[config.mk]
export PLATFORM = sky130hd
export DESIGN_NAME = wb_stage
export DESIGN_NICKNAME = d
export VERILOG_FILES = /design/src/rtl/cpu_core_pkg.sv /design/src/rtl/load_align.sv /design/src/rtl/wb_stage.sv
export SDC_FILE = /design/constraint.sdc
export NUM_CORES = 1
export LEC_CHECK = 0
export CAP_MARGIN = 30
export CORE_MARGIN = 2
export CORE_UTILIZATION = 25
export CTS_BUF_LIST = sky130_fd_sc_hd__clkbuf_8
export DETAILED_ROUTE_END_ITERATION = 8
export GPL_ROUTABILITY_DRIVEN = 1
export PLACE_DENSITY_LB_ADDON = 0.25
export SETUP_SLACK_MARGIN = 0.3
export SYNTH_ARGS = -nofsm -noshare
export SYNTH_HDL_FRONTEND = slang
export SYNTH_SLANG_ARGS = --single-unit
[constraint.sdc]
create_clock -name clk -period 1.9 [get_ports clk]
set_input_delay 0.57 -clock clk [delete_from_list [all_inputs] [get_ports clk]]
set_output_delay 0.57 -clock clk [all_outputs]
set_load 0.02 [all_outputs]
[src/rtl/cpu_core_pkg.sv]
// Shared definitions for the multicycle CPU core: default widths, load-op codes
// and the write-back FSM state encoding.
package cpu_core_pkg;

  localparam int DATA_WIDTH_DEF = 32;
  localparam int ADDR_WIDTH_DEF = 5;

  localparam logic [2:0] LD_LB  = 3'b000;
  localparam logic [2:0] LD_LH  = 3'b001;
  localparam logic [2:0] LD_LWL = 3'b010;
  localparam logic [2:0] LD_LW  = 3'b011;
  localparam logic [2:0] LD_LBU = 3'b100;
  localparam logic [2:0] LD_LHU = 3'b101;
  localparam logic [2:0] LD_LWR = 3'b110;

  typedef enum logic [1:0] {
    ST_IDLE     = 2'd0,
    ST_WAIT_MEM = 2'd1,
    ST_WRITE    = 2'd2
  } wbState_e;

endpackage

[src/rtl/load_align.sv]
// Combinational load-data extraction, alignment and extension (little-endian).
// Merging lwl/lwr loads exist only when WB_UNALIGNED_LOAD_EN is defined.
module load_align
  import cpu_core_pkg::*;
#(
  parameter int DATA_WIDTH = DATA_WIDTH_DEF
) (
  input  logic [2:0]            op_i,
  input  logic [1:0]            offset_i,
  input  logic [DATA_WIDTH-1:0] memWord_i,
  input  logic [DATA_WIDTH-1:0] oldWord_i,
  output logic [DATA_WIDTH-1:0] aligned_o
);

  logic [DATA_WIDTH-1:0] byteShifted;
  logic [DATA_WIDTH-1:0] halfShifted;
  logic [7:0]            byteSel;
  logic [15:0]           halfSel;

  always_comb begin
    byteShifted = memWord_i >> {offset_i, 3'b000};
    halfShifted = memWord_i >> {offset_i[1], 4'b0000};
    byteSel     = byteShifted[7:0];
    halfSel     = halfShifted[15:0];
  end

`ifdef WB_UNALIGNED_LOAD_EN
  logic [4:0] lwlShift;
  logic [4:0] lwrShift;

  // lwl keeps the low 8*(3-o) bits of the old value; lwr keeps the high 8*o bits.
  always_comb begin
    lwlShift = {~offset_i, 3'b000};
    lwrShift = {offset_i, 3'b000};
  end
`else
  logic unusedOldWord;
  assign unusedOldWord = ^oldWord_i;
`endif

  always_comb begin
    aligned_o = memWord_i;
    case (op_i)
      LD_LB:   aligned_o = {{(DATA_WIDTH-8){byteSel[7]}}, byteSel};
      LD_LBU:  aligned_o = {{(DATA_WIDTH-8){1'b0}}, byteSel};
      LD_LH:   aligned_o = {{(DATA_WIDTH-16){halfSel[15]}}, halfSel};
      LD_LHU:  aligned_o = {{(DATA_WIDTH-16){1'b0}}, halfSel};
`ifdef WB_UNALIGNED_LOAD_EN
      LD_LWL:  aligned_o = (memWord_i << lwlShift)
                         | (oldWord_i & ~({DATA_WIDTH{1'b1}} << lwlShift));
      LD_LWR:  aligned_o = (memWord_i >> lwrShift)
                         | (oldWord_i & ~({DATA_WIDTH{1'b1}} >> lwrShift));
`endif
      default: aligned_o = memWord_i;
    endcase
  end

endmodule

[src/rtl/wb_stage.sv]
// Write-back stage: takes ALU results or waits for load data, then issues a
// registered one-cycle register-file write. Optional macro: WB_UNALIGNED_LOAD_EN.
module wb_stage
  import cpu_core_pkg::*;
#(
  parameter int DATA_WIDTH = DATA_WIDTH_DEF,
  parameter int ADDR_WIDTH = ADDR_WIDTH_DEF
) (
  input  logic                  clk,
  input  logic                  rst,
  input  logic                  in_valid,
  output logic                  in_ready,
  input  logic [ADDR_WIDTH-1:0] in_waddr,
  input  logic                  in_is_load,
  input  logic [2:0]            in_load_op,
  input  logic [1:0]            in_addr_lo,
  input  logic [DATA_WIDTH-1:0] in_alu_result,
  input  logic [DATA_WIDTH-1:0] in_old_rt,
  input  logic [DATA_WIDTH-1:0] mem_rdata,
  input  logic                  mem_rdata_valid,
  output logic                  wen,
  output logic [ADDR_WIDTH-1:0] waddr,
  output logic [DATA_WIDTH-1:0] wdata,
  output logic                  busy
);

  wbState_e              state_q, state_d;
  logic                  accept;
  logic                  wen_q, wen_d;
  logic [ADDR_WIDTH-1:0] waddr_q, waddr_d;
  logic [DATA_WIDTH-1:0] wdata_q, wdata_d;
  logic [2:0]            ldOp_q, ldOp_d;
  logic [1:0]            addrLo_q, addrLo_d;
  logic [DATA_WIDTH-1:0] oldForAlign;
  logic [DATA_WIDTH-1:0] alignedData;

  always_ff @(posedge clk or posedge rst) begin
    if (rst) state_q <= ST_IDLE;
    else     state_q <= state_d;
  end

  always_comb begin
    state_d = state_q;
    case (state_q)
      ST_WAIT_MEM: if (mem_rdata_valid) state_d = ST_WRITE;
      default: begin
        if (accept) state_d = in_is_load ? ST_WAIT_MEM : ST_WRITE;
        else        state_d = ST_IDLE;
      end
    endcase
  end

  always_comb begin
    in_ready = (state_q != ST_WAIT_MEM);
    busy     = (state_q == ST_WAIT_MEM);
  end

  assign accept = in_valid & in_ready;

  // waddr_q doubles as the captured destination while a load is outstanding.
  always_comb begin
    wen_d    = 1'b0;
    waddr_d  = waddr_q;
    wdata_d  = wdata_q;
    ldOp_d   = ldOp_q;
    addrLo_d = addrLo_q;
    if (accept) begin
      waddr_d = in_waddr;
      if (in_is_load) begin
        ldOp_d   = in_load_op;
        addrLo_d = in_addr_lo;
      end else begin
        wen_d   = (in_waddr != '0);
        wdata_d = in_alu_result;
      end
    end else if (state_q == ST_WAIT_MEM && mem_rdata_valid) begin
      wen_d   = (waddr_q != '0);
      wdata_d = alignedData;
    end
  end

  always_ff @(posedge clk or posedge rst) begin
    if (rst) begin
      wen_q    <= 1'b0;
      waddr_q  <= '0;
      wdata_q  <= '0;
      ldOp_q   <= LD_LW;
      addrLo_q <= 2'b00;
    end else begin
      wen_q    <= wen_d;
      waddr_q  <= waddr_d;
      wdata_q  <= wdata_d;
      ldOp_q   <= ldOp_d;
      addrLo_q <= addrLo_d;
    end
  end

`ifdef WB_UNALIGNED_LOAD_EN
  logic [DATA_WIDTH-1:0] oldRt_q;

  always_ff @(posedge clk or posedge rst) begin
    if (rst)                          oldRt_q <= '0;
    else if (accept && in_is_load)    oldRt_q <= in_old_rt;
  end

  assign oldForAlign = oldRt_q;
`else
  logic unusedOldRt;
  assign unusedOldRt = ^in_old_rt;
  assign oldForAlign = '0;
`endif

  load_align #(.DATA_WIDTH(DATA_WIDTH)) u_load_align (
    .op_i      (ldOp_q),
    .offset_i  (addrLo_q),
    .memWord_i (mem_rdata),
    .oldWord_i (oldForAlign),
    .aligned_o (alignedData)
  );

  assign wen   = wen_q;
  assign waddr = waddr_q;
  assign wdata = wdata_q;

endmodule

==> out/qor.csv <==
metric,value,unit
seq_area_frac_synth,39.8,%
synth_ff_type,dfrtp_1,
num_rows,38,
p_total,4.72,mW
dr.pass1.iters,4,
syn_inst,315,
synth_edf_count,0,
postRouteAntennaNets,0,
antenna_cells,0,
overflow,0,
ys_types,48,
holdWs,0.492,ns
clk_latency,0.30,ns
yosys_warnings,0,
wl_per_cell,18.2,µm
worstPathRequired,1.33,ns
fillers,1096,
grt-busiest-layer,met2,
setup_violations,0,
antenna_found_initial,0,
path_delay_family,flip-flops,
crit_fanout,7,
crit_slowest_cell,dfrtp_1,
clock_skew,0.0116,ns
cts.path.max_buffers,2,
synth.net_count,426,
drive_above_1_share,35.4,%
ys_ff_latch,45,
max_stage_delay,0.40,ns
use_met2,29.3,%
cts.clk_slew.worst_paths,0.10,ns
vias,3120,
worstMarginPinSlew,0.618,ns
pin_count,151,
cts_root_buf,clkbuf_8,
fp.dieH,110,µm
start_util,25.9,%
gp_congestion,0.835,
critPathLaunchType,flip-flop,
synth_area,2830,µm²
met3_usage,3.73,%
worstPathCellList,"nand2b_4, buf_6, buf_6",
fin_crit_sh,88.2,%
clock.fmax,597,MHz
status,completed,
wirelength,11100,µm
hold_viol_final,0,
dieWidth,110,µm
rsz0062_at_grt,yes,
viasPerCell,5.08,
cts_tree,yes,
cts_inserted_buffers,5,
critPathBufInv,2,
maxCapViolations,0,
clkSinkCount,45,
synth.area.top_cells,"dfrtp_1 (38%), a21oi_1 (6.5%), o21ai_0 (5.5%)",
yosysTopAreaCell,dfrtp_1,
synth_top_cell_area_share,38.0,%
fin_util,44.9,%
grt_use_met1,22.9,%
die_area,12200,µm²
irDropWorstVdd,0.477,mV
min_period,1.67,ns
grt_pass1_wl,17200,µm
slew_viol_final,0,
core,10900,µm²
grt_max_degree,46,
first_iter_violations,134,
max-slew-margin-rel,58.7,%
cp.arrival,1.10,ns
avgSynthCellArea,8.99,µm²
end_kind,primary output,
crit_top_cell,buf_6,
crit_type,flip-flop to primary output,
dp_hpwl,8120,µm
grt_usage,17.4,%
fin_nets,584,
p_leak,1.98,nW
area_delta_synth_final,73.3,%
htreeDepth,2,
async_reset_ff_share,100,%
hold_path.class,flip-flop to flip-flop,
remaining_drc_errors,0,
grt_pass1_vias,3215,
power_density,963,nW/µm²
port_buffers,118,
==> Yosys cell counts, types with 3 or more instances <==
library cell	count
buf_2	10
a2111oi_0	3
a22oi_1	15
dfrtp_1	43
nand2_1	30
a21oi_1	37
clkbuf_1	10
nand2b_1	7
o2111ai_1	4
o22ai_1	8
mux2_2	5
mux2i_1	6
o21ai_2	10
o21ai_1	5
or4_1	3
buf_6	4
o2bb2ai_1	14
nand3b_1	5
nand3_1	4
nor2_1	14
inv_1	8
o21ai_0	31
o211ai_1	4
nor3b_1	5
==> metrics by stage <==
step	setup WS, ns	instances	TNS [ns]	area, µm²
5_1_grt	0.196	614	0	4910
2_1_floorplan	0.320	315	0	2840
4_1_cts	0.230	611	0	4860
6_report	0.225	614	0	4910
3_5_place_dp	-0.666	590	-11.70	4420
3_3_place_gp	-0.661	590	-11.33	4420
==> tightest hold or removal path: cells and delay by family, from the launching register on <==
| family | cells | cell delay, ns |
|---|---|---|
| flops | 1 | 0.36 |
| compound gates | 1 | 0.06 |
| simple gates | 1 | 0.05 |
==> layout by cell type (no fill, tap or decap), types with 5 or more instances in the layout <==
master	synthesis	final
nor2_1	14	13
dlygate4sd2_1	0	7
a21oi_1	37	25
o21ai_1	5	9
clkdlybuf4s15_1	0	11
buf_6	4	12
o2bb2ai_1	14	14
nand3b_1	5	5
clkdlybuf4s50_1	0	69
buf_12	0	6
mux2i_1	6	6
a21oi_2	0	10
dfrtp_1	43	41
buf_4	1	39
inv_1	8	5
mux2_2	5	5
a22oi_2	0	8
clkbuf_8	0	5
o21ai_2	10	11
o21ai_0	31	25
o22ai_1	8	6
clkbuf_2	0	24
nand2_1	30	28
a22oi_1	15	7
==> flip-flops by register name (all words and copies together) (netlist names) <==
register  cells
wdata        32
waddr         5
ldOp_q        3
addrLo_q      2
state_q       2
wen           1
==> final timing paths <==
| path | endpoint | startpoint | slack (ns) | depth (start not counted) |
|---|---|---|---|---|
| hold reg to reg | wdata[14]$_DFFE_PP0P_ | wdata[14]$_DFFE_PP0P_ | 0.49 | 2 |
| setup reg to reg | wdata[21]$_DFFE_PP0P_ | addrLo_q[1]$_DFFE_PP0P_ | 0.25 | 7 |
| hold / removal | wdata[14]$_DFFE_PP0P_ | wdata[14]$_DFFE_PP0P_ | 0.49 | 2 |
| max in group asynchronous | ldOp_q[1]$_DFFE_PP1P_ | rst | 0.93 | 3 |
| min in group asynchronous | waddr[3]$_DFFE_PP0P_ | rst | 0.66 | 3 |
| setup / recovery | in_ready | state_q[1]$_DFFE_PP0P_ | 0.23 | 3 |
==> report_power, final <==
part / internal [mW] / switching, mW
combinational: 1.18 / 1.30
sequential: 1.24 / 0.243
clock: 0.395 / 0.369
total: 2.81 / 1.91
==> kinds of logic after synthesis <==
logic type,Yosys count,synth area share [%]
AO/OA/AOI/OAI,141,33.6
flip-flops,45,39.8
buffers and inverters,34,6.54
AND/OR/NAND/NOR,82,15.0
multiplexers,13,5.08
==> area by class of cell <==
class	count	area, µm²	share of cell area (%)
timing repair buffer	177	1670	34.0
inverter	8	33.8	0.688
clock buffer	5	68.8	1.40
clock inverter	3	46.3	0.943
sequential	45	1130	23.0
multi-input combinational	236	1780	36.3
tap	140	175	3.57
==> metal layers <==
metal / wire [µm] / up-vias
met2: 5430 / 92
li1: - / 1486
met5: 0 / -
met4: 181 / 0
met3: 587 / 12
met1: 4950 / 1530
==> what timing repair did <==
item	CTS	global route
gates resized for setup	135	70
hold buffers	0	0
endpoints found under the setup margin	76	66
cloned	2	0
pin swaps	16	13
buffers inserted	11	3
Power figures use the tool's default switching activity.
